## config.mk

```make
export PLATFORM = sky130hd
export DESIGN_NAME = byte_striping_flat
export DESIGN_NICKNAME = d
export VERILOG_FILES = /design/src/rtl/byte_striping_if.sv /design/src/rtl/byte_striping.sv /design/src/flat_wrapper.sv
export SDC_FILE = /design/constraint.sdc
export NUM_CORES = 1
export LEC_CHECK = 0
export ABC_AREA = 1
export BUFFER_PORTS_ARGS = -buffer_cell sky130_fd_sc_hd__clkbuf_2
export CAP_MARGIN = 20
export CORE_AREA = 2 2 102 104
export CTS_CLUSTER_SIZE = 20
export DETAILED_ROUTE_END_ITERATION = 12
export DIE_AREA = 0 0 104 106
export HOLD_SLACK_MARGIN = 0.05
export PLACE_DENSITY = 0.76
export REMOVE_ABC_BUFFERS = 1
export SLEW_MARGIN = 20
export SYNTH_ARGS = -nofsm -noshare
export SYNTH_HDL_FRONTEND = slang
export SYNTH_SLANG_ARGS = --single-unit
```

## constraint.sdc

```tcl
create_clock -name clk_2f -period 3.55 [get_ports clk_2f]
set_input_delay 0.5325 -clock clk_2f [delete_from_list [all_inputs] [get_ports clk_2f]]
set_output_delay 0.5325 -clock clk_2f [all_outputs]
set_load 0.02 [all_outputs]
```

## src/rtl/byte_striping_if.sv

```systemverilog
// Stream-side bundle for byte_striping: word input, two lane outputs, counters and status.
// The master modport drives the word stream; the slave modport is the striper itself.
interface byte_striping_if #(
  parameter int unsigned DATA_W = 32,
  parameter int unsigned CNT_W  = 16
);
  logic [DATA_W-1:0] data_in;
  logic              valid_in;
  logic              clear_cnt;
  logic [DATA_W-1:0] lane_0;
  logic              valid_0;
  logic [DATA_W-1:0] lane_1;
  logic              valid_1;
  logic              phase;
  logic [CNT_W-1:0]  cnt_0;
  logic [CNT_W-1:0]  cnt_1;
  logic              idle;

  modport master (
    output data_in, valid_in, clear_cnt,
    input  lane_0, valid_0, lane_1, valid_1, phase, cnt_0, cnt_1, idle
  );

  modport slave (
    input  data_in, valid_in, clear_cnt,
    output lane_0, valid_0, lane_1, valid_1, phase, cnt_0, cnt_1, idle
  );
endinterface

```

## src/rtl/byte_striping.sv

```systemverilog
// Two-lane word striper: alternate clk_2f slots go to lane_0 / lane_1, each lane held two cycles.
// Also keeps saturating per-lane word counters and a registered idle detector.
module byte_striping #(
  parameter int unsigned DATA_W   = 32,
  parameter int unsigned CNT_W    = 16,
  parameter int unsigned IDLE_CYC = 4
) (
  input logic            clk_2f,
  input logic            reset,
  byte_striping_if.slave bus
);

  localparam logic [3:0] IdleMax = 4'(IDLE_CYC);

  logic              phase_q, phase_d;
  logic [DATA_W-1:0] lane0_q, lane0_d, lane1_q, lane1_d;
  logic              valid0_q, valid0_d, valid1_q, valid1_d;
  logic [CNT_W-1:0]  cnt0_q, cnt0_d, cnt1_q, cnt1_d;
  logic [3:0]        idle_cnt_q, idle_cnt_d;
  logic              idle_q, idle_d;
  logic [DATA_W-1:0] data_gated;

  always_comb begin
    phase_d    = ~phase_q;
    lane0_d    = lane0_q;
    lane1_d    = lane1_q;
    valid0_d   = valid0_q;
    valid1_d   = valid1_q;
    cnt0_d     = cnt0_q;
    cnt1_d     = cnt1_q;
    idle_cnt_d = idle_cnt_q;
    // Invalid slots zero the lane so stale data never rides a low valid.
    data_gated = bus.valid_in ? bus.data_in : '0;

    if (!phase_q) begin
      lane0_d  = data_gated;
      valid0_d = bus.valid_in;
    end else begin
      lane1_d  = data_gated;
      valid1_d = bus.valid_in;
    end

    if (bus.clear_cnt) begin
      cnt0_d = '0;
      cnt1_d = '0;
    end else if (bus.valid_in) begin
      if (!phase_q && cnt0_q != '1) cnt0_d = cnt0_q + CNT_W'(1);
      if (phase_q && cnt1_q != '1)  cnt1_d = cnt1_q + CNT_W'(1);
    end

    if (bus.valid_in) begin
      idle_cnt_d = '0;
    end else if (idle_cnt_q != IdleMax) begin
      idle_cnt_d = idle_cnt_q + 4'd1;
    end
    idle_d = (idle_cnt_d == IdleMax);
  end

  always_ff @(posedge clk_2f or posedge reset) begin
    if (reset) begin
      phase_q    <= 1'b0;
      lane0_q    <= '0;
      lane1_q    <= '0;
      valid0_q   <= 1'b0;
      valid1_q   <= 1'b0;
      cnt0_q     <= '0;
      cnt1_q     <= '0;
      idle_cnt_q <= '0;
      idle_q     <= 1'b0;
    end else begin
      phase_q    <= phase_d;
      lane0_q    <= lane0_d;
      lane1_q    <= lane1_d;
      valid0_q   <= valid0_d;
      valid1_q   <= valid1_d;
      cnt0_q     <= cnt0_d;
      cnt1_q     <= cnt1_d;
      idle_cnt_q <= idle_cnt_d;
      idle_q     <= idle_d;
    end
  end

  assign bus.lane_0  = lane0_q;
  assign bus.valid_0 = valid0_q;
  assign bus.lane_1  = lane1_q;
  assign bus.valid_1 = valid1_q;
  assign bus.phase   = phase_q;
  assign bus.cnt_0   = cnt0_q;
  assign bus.cnt_1   = cnt1_q;
  assign bus.idle    = idle_q;

endmodule
```

## src/flat_wrapper.sv

```systemverilog
// flat-port wrapper written by rule: the top's interface ports become plain ports
module byte_striping_flat 
#(
  parameter int unsigned DATA_W   = 32,
  parameter int unsigned CNT_W    = 16,
  parameter int unsigned IDLE_CYC = 4
)
  (clk_2f, reset, bus_data_in, bus_valid_in, bus_clear_cnt, bus_lane_0, bus_valid_0, bus_lane_1, bus_valid_1, bus_phase, bus_cnt_0, bus_cnt_1, bus_idle);
  byte_striping_if #(.DATA_W(DATA_W), .CNT_W(CNT_W)) bus_i ();
  input logic clk_2f;
  input logic reset;
  input wire logic [$bits(bus_i.data_in)-1:0] bus_data_in;
  input wire logic [$bits(bus_i.valid_in)-1:0] bus_valid_in;
  input wire logic [$bits(bus_i.clear_cnt)-1:0] bus_clear_cnt;
  output wire logic [$bits(bus_i.lane_0)-1:0] bus_lane_0;
  output wire logic [$bits(bus_i.valid_0)-1:0] bus_valid_0;
  output wire logic [$bits(bus_i.lane_1)-1:0] bus_lane_1;
  output wire logic [$bits(bus_i.valid_1)-1:0] bus_valid_1;
  output wire logic [$bits(bus_i.phase)-1:0] bus_phase;
  output wire logic [$bits(bus_i.cnt_0)-1:0] bus_cnt_0;
  output wire logic [$bits(bus_i.cnt_1)-1:0] bus_cnt_1;
  output wire logic [$bits(bus_i.idle)-1:0] bus_idle;
  assign bus_i.data_in = bus_data_in;
  assign bus_i.valid_in = bus_valid_in;
  assign bus_i.clear_cnt = bus_clear_cnt;
  assign bus_lane_0 = bus_i.lane_0;
  assign bus_valid_0 = bus_i.valid_0;
  assign bus_lane_1 = bus_i.lane_1;
  assign bus_valid_1 = bus_i.valid_1;
  assign bus_phase = bus_i.phase;
  assign bus_cnt_0 = bus_i.cnt_0;
  assign bus_cnt_1 = bus_i.cnt_1;
  assign bus_idle = bus_i.idle;
  byte_striping #(.DATA_W(DATA_W), .CNT_W(CNT_W), .IDLE_CYC(IDLE_CYC)) u_core (.clk_2f(clk_2f), .reset(reset), .bus(bus_i));
endmodule
```

==> metrics.txt, run 1 <==
outcome completed; # fillers around 960; vias in the first global route between 4000 and 5000; Critical path origin u_core.bus.phase; register area share after synthesis 53.66%; vias per cell roughly 5.0; Post-Syn Area 0.004850 sq mm; cts bufs inserted 9; CTS Root Cell clkbuf_8; WP data required 3.02 ns; Int Pwr 1.581 mW; H-tree levels 3; Row Count 37; final hold viol count 0; Max clock buf depth 2; largest delay contributor family on the critical path flip-flops; final worst path period need 2.371 ns; Routed WL between 10 and 15 mm; power density over the cells approximately 380 mW/mm^2; combinational share of power between 10% and 20%; core region area 0.01000 sq mm; postcts setup bufs 0; CP endpoint bus_phase; Slew @ Worst Pin around 0.9 ns; first-pass GRT wire length 19.26 mm; r2r setup slk approximately 1.8 ns; Cells after Synth around 630; Synth Area in Compound Gates 1.754%; Layout Nets around 790; share of layout cells above drive strength 1 between 20% and 30%; router iterations before antenna repair 4; EDFF count, synth 0; worst r2r dst u_core.bus.cnt_0[13]; Initial Util around half; multi-input logic area between 0.0015 and 0.002 sq mm; Synth Area in Adders 1.032%; clock slew seen by the registers of the worst setup and hold paths 0.11 ns; Pleak ~3.2 nW; Crit Path Class reg2out; CTS sink cnt roughly 100; Crit Path Max Fanout 37; RSZ-0062 raised after global routing no; XOR/XNOR share of the synthesized area less than 1%; Chip Height between 100 and 150 microns; CP peak stage delay approximately 0.77 ns; YS warnings 0; Top FF cell, synth dfrtp_1; worst vdd ir 229.1 uV; Synth Area per Inst between 7 and 8 sq um; Hold Buf Count CTS 0; Slew HR about two fifths; antenna cells 0; Routed Antenna Nets 0; Clk pwr share 32.2%; post-synthesis mux area share 0%; Max Clock Skew ~0.012 ns; largest net degree at the start of global routing ~70; CTS tree built; worst r2r path cells 6; Max Freq 0.4218 GHz; setup TNS 0 ns; initial antenna violation count 0; synthesis-to-layout area growth 19.89%; Hold Crit Class in2async; slowest cell on the critical path dfrtp_2; final setup fails 0; Max Cap Viol 0; # port buffers 135; CP Depth 2; arrival time at the worst endpoint around 1.8 ns; worst path bufs/invs 2; synthesized flop and latch total roughly 100; Seq. cell area between 0.002 and 0.003 sq mm; Die ar. between 0.01 and 0.015 sq mm; DR vias around 4400; sequential group share of total power roughly 57%; wire per inst 12.79 microns; max-slew violation count 0; Worst Setup Start Kind register; Async SR Flop Fraction 100.0%; pre-CTS WS ~1.6 ns; IO Count ~140; DRT iter0 DRCs approximately 190; worst r2r src u_core.bus.phase; GPL Wtd Cong around 0.86; Remaining DRCs 0; hpwl dp between 7 and 8 mm; chip width roughly 100 microns; Simple-Gate Fraction of Synth Area between 30% and 40%; Final period util 66.78%; switching power 0.6304 mW; Crit. End Element primary output; GRT Util Overall 21.19%; # resized after CTS 0; largest family of logic cells by synthesized area simple AND/OR/NAND/NOR gates; switching part of the total power between 20 and 30%; Clk Latency, worst-skew pair about 0.36 ns; Unique masters post-synth 23; grt ovf 0; Setup WS post-layout around 1.2 ns; critical path, cell by cell buf_4 > clkbuf_2
how the worst min path moves through the flow:
stage | startpoint | to | cells past startpoint
6_report | reset | u_core.bus.lane_0[24] | 2
3_5_place_dp | u_core.bus.valid_1 | u_core.bus.valid_1 | 2
3_3_place_gp | u_core.bus.valid_1 | u_core.bus.valid_1 | 2
2_1_floorplan | u_core.idle_cnt_q[0] | u_core.idle_cnt_q[0] | 1
4_1_cts | bus_clear_cnt | u_core.bus.cnt_1[1] | 2
5_1_grt | bus_clear_cnt | u_core.bus.cnt_0[1] | 2
power groups by stage:
stage / Combinational, mW / Clock [mW] / Sequential, mW
2_1_floorplan: 0.0800 / 0 / 1.34
3_3_place_gp: 0.232 / 0 / 1.29
3_5_place_dp: 0.239 / 0 / 1.29
4_1_cts: 0.239 / 0.735 / 1.27
5_1_grt: 0.263 / 0.781 / 1.27
6_report: 0.234 / 0.711 / 1.27
stage by stage:
stage / hold slack [ns] / area, sq um / std cells / power [mW] / utilization (%)
floorplan: 0.4986 / 4722 / 600 / 1.415 / -
global placement: 0.4604 / 5602 / 875 / 1.517 / 56.02
detailed placement: 0.4630 / 5602 / 875 / 1.527 / 56.02
CTS: 0.3428 / 5787 / 891 / 2.240 / 57.87
global route: 0.3595 / 5814 / 892 / 2.317 / 58.15
finish: 0.3474 / 5814 / 892 / 2.211 / 58.15
state kept, by name, indices dropped and copies added (netlist names):
signal	cells
u_core.bus.lane_0	32
u_core.bus.lane_1	32
u_core.bus.cnt_0	16
u_core.bus.cnt_1	16
u_core.idle_cnt_q	4
u_core.bus.idle	1
u_core.bus.phase	1
u_core.bus.valid_0	1
u_core.bus.valid_1	1
per-layer routing:
layer	vias to the layer above	share of wire [%]	track usage, %
li1	2212	-	-
met1	2074	46	28.58
met2	151	46	33.36
met3	12	7.3	5.763
met4	0	1.3	7.143
met5	-	0	0
logic make-up (layout without fill, tap and decap cells):
kind of cell / count (synthesis) / in the layout
buffers and inverters: 76 / 206
flip-flops: 104 / 104
AO/OA/AOI/OAI: 17 / 17
AND/OR/NAND/NOR: 423 / 423
XOR/XNOR: 2 / 2
adder cells (fa/ha/maj): 4 / 4
cell usage after synthesis, drive strengths merged (3+ instances only):
| master | n | share of area [%] |
|---|---|---|
| nand2 | 229 | 18 |
| nor2 | 88 | 7.3 |
| nand3 | 97 | 10 |
| buf | 21 | 2.2 |
| nor3 | 3 | 0.31 |
| o21ai | 6 | 0.62 |
| inv | 49 | 3.8 |
| dfrtp | 104 | 54 |
| a21oi | 11 | 1.1 |
| clkbuf | 5 | 0.39 |
| nand4 | 5 | 0.64 |
| ha | 4 | 1.0 |
area by class of cell:
type                            instances  area share (%)
Sequential cell                       104           44.78
Clock inverter                          6          0.9899
Multi-Input combinational cell        446           33.23
Clock buffer                           10           2.195
Inverter                               50           3.271
Tap cell                              136           2.927
Timing Repair Buffer                  140           12.61
cell usage in the layout (no fill, tap or decap), drive strengths merged:
| cell | n |
|---|---|
| nor3 | 3 |
| nand3b | 1 |
| a21oi | 11 |
| clkbuf | 145 |
| xnor2 | 1 |
| xor2 | 1 |
| inv | 54 |
| clkinv | 2 |
| nor2 | 88 |
| ha | 4 |
| buf | 5 |
| nand3 | 97 |
| nand2 | 229 |
| o21ai | 6 |
| nand4 | 5 |
| dfrtp | 104 |
Note: power is estimated with default switching activity, not from simulation.
==> run 2, diff against run 1 <==
==> constraint.sdc (replaced) <==
create_clock -name clk_2f -period 2.45 [get_ports clk_2f]
set_input_delay 0.3675 -clock clk_2f [delete_from_list [all_inputs] [get_ports clk_2f]]
set_output_delay 0.3675 -clock clk_2f [all_outputs]
set_load 0.02 [all_outputs]
==> metrics.txt, run 2 (synthesis gave the netlist of run 1 again) <==
CTS sink cnt 104; outcome completed; Max Freq 0.4702 GHz; Max Cap Viol 0; Post-Place Cells 876; postcts setup bufs 0; WP data required 2.08 ns; # resized after CTS 0; initial antenna violation count 0; Row Count 37; vias in the first global route 4285; largest delay contributor family on the critical path buffers and inverters; Crit Path Class reg2out; Slew HR 30.43%; chip width about 100 microns; share of layout cells above drive strength 1 between 20 and 25%; Max Clock Skew between 0.007 and 0.008 ns; cts bufs inserted 9; Layout Utilization between 50% and 60%; Routed Antenna Nets 0; power density over the cells 560.8 mW/mm^2; Crit. End Element primary output; DR vias 4420; router iterations before antenna repair 4; hpwl dp approximately 8.1 mm; GPL Wtd Cong approximately 0.85; arrival time at the worst endpoint ~1.8 ns; Worst Setup Start Kind register; Worst Hold Slack about 0.096 ns; # port buffers about 140; final worst path period need between 2 and 2.5 ns; worst vdd ir between 300 and 400 uV; # fillers 940; commonest non-fill, non-tap cells in the layout nand2_1 (222), clkbuf_2 (135), dfrtp_1 (103); Die ar. ~0.011 sq mm; CTS tree built; Clk Latency, worst-skew pair about 0.36 ns; core region area 0.01000 sq mm; Final period util a little under 90%; Layout Nets 791; first-pass GRT wire length approximately 19 mm; final hold viol count 0; Initial Util about half; Final Non-Filler Cells roughly 890; RSZ-0062 raised after global routing no; Max clock buf depth 2; CTS Root Cell clkbuf_8; GRT Util Overall approximately a fifth; final setup fails 0; wire per inst 12.60 microns; H-tree levels 3; max-slew violation count 0; Hold Buf Count CTS 0; IO Count ~140; commonest non-fill, non-tap cell in the layout nand2_1; grt ovf 0; worst path bufs/invs 2; setup TNS 0 ns; Crit Path Max Fanout between 40 and 50; clock slew seen by the registers of the worst setup and hold paths ~0.10 ns; Hold Crit Class in2async; synthesis-to-layout area growth 20.15%; Pleak about 3.2 nW; DRT iter0 DRCs 170; Remaining DRCs 0; Slew @ Worst Pin 1.042 ns; slowest cell on the critical path dfrtp_2; critical path, cell by cell buf_4 > clkbuf_2; largest net degree at the start of global routing between 60 and 70; CP peak stage delay 0.67 ns; Routed WL 11.24 mm; Tot Pwr roughly 3.3 mW; vias per cell a little under 5; Chip Height between 100 and 150 microns; antenna cells 0
==> run 2: final cells by class <==
| cell class | count | area (sq um) | share of cell area [%] |
|---|---|---|---|
| Sequential cell | 104 | 2604 | 44.69 |
| Multi-Input combinational cell | 446 | 1932 | 33.15 |
| Timing Repair Buffer | 140 | 725.7 | 12.45 |
| Inverter | 50 | 190.2 | 3.264 |
| Tap cell | 136 | 170.2 | 2.920 |
| Clock buffer | 10 | 137.6 | 2.362 |
| Clock inverter | 6 | 67.56 | 1.160 |
==> run 2: power breakdown <==
part	switching [mW]	internal, mW	total (mW)	leakage, nW
Sequential	0.0480	1.79	1.83	1.37
Combinational	0.234	0.110	0.344	1.77
Clock	0.586	0.504	1.09	0.0989
Total	0.868	2.40	3.27	3.24
==> run 2: path summary, 6_finish.rpt <==
check,end,from,cells after the start,slack [ns]
hold reg to reg,u_core.bus.lane_1[22],u_core.bus.lane_1[22],2,0.49
min in group clk_2f,u_core.bus.cnt_1[1],bus_clear_cnt,2,0.20
setup / recovery,bus_phase,u_core.bus.phase,2,0.32
setup reg to reg,u_core.bus.lane_0[30],u_core.bus.phase,3,0.66
max in group asynchronous,u_core.bus.lane_1[18],reset,3,1.64
hold / removal,u_core.bus.cnt_1[9],reset,2,0.1
==> run 2: per-stage QoR <==
stage / worst slack (ns) / cell area [sq um]
4_1_cts: 0.2871 / 5827
3_3_place_gp: 0.7357 / 5622
6_report: 0.3230 / 5827
2_1_floorplan: -0.6497 / 4722
5_1_grt: 0.1996 / 5827
3_5_place_dp: 0.6465 / 5622
==> run 2: routing by layer <==
metal | part of all wire (%) | global-route usage (%) | wire length, microns
met1 | 43 | 26.85 | 4859
met2 | 48 | 34.92 | 5407
met3 | 7.8 | 5.886 | 872
met4 | 0.93 | 6.950 | 104
met5 | 0 | 0 | 0
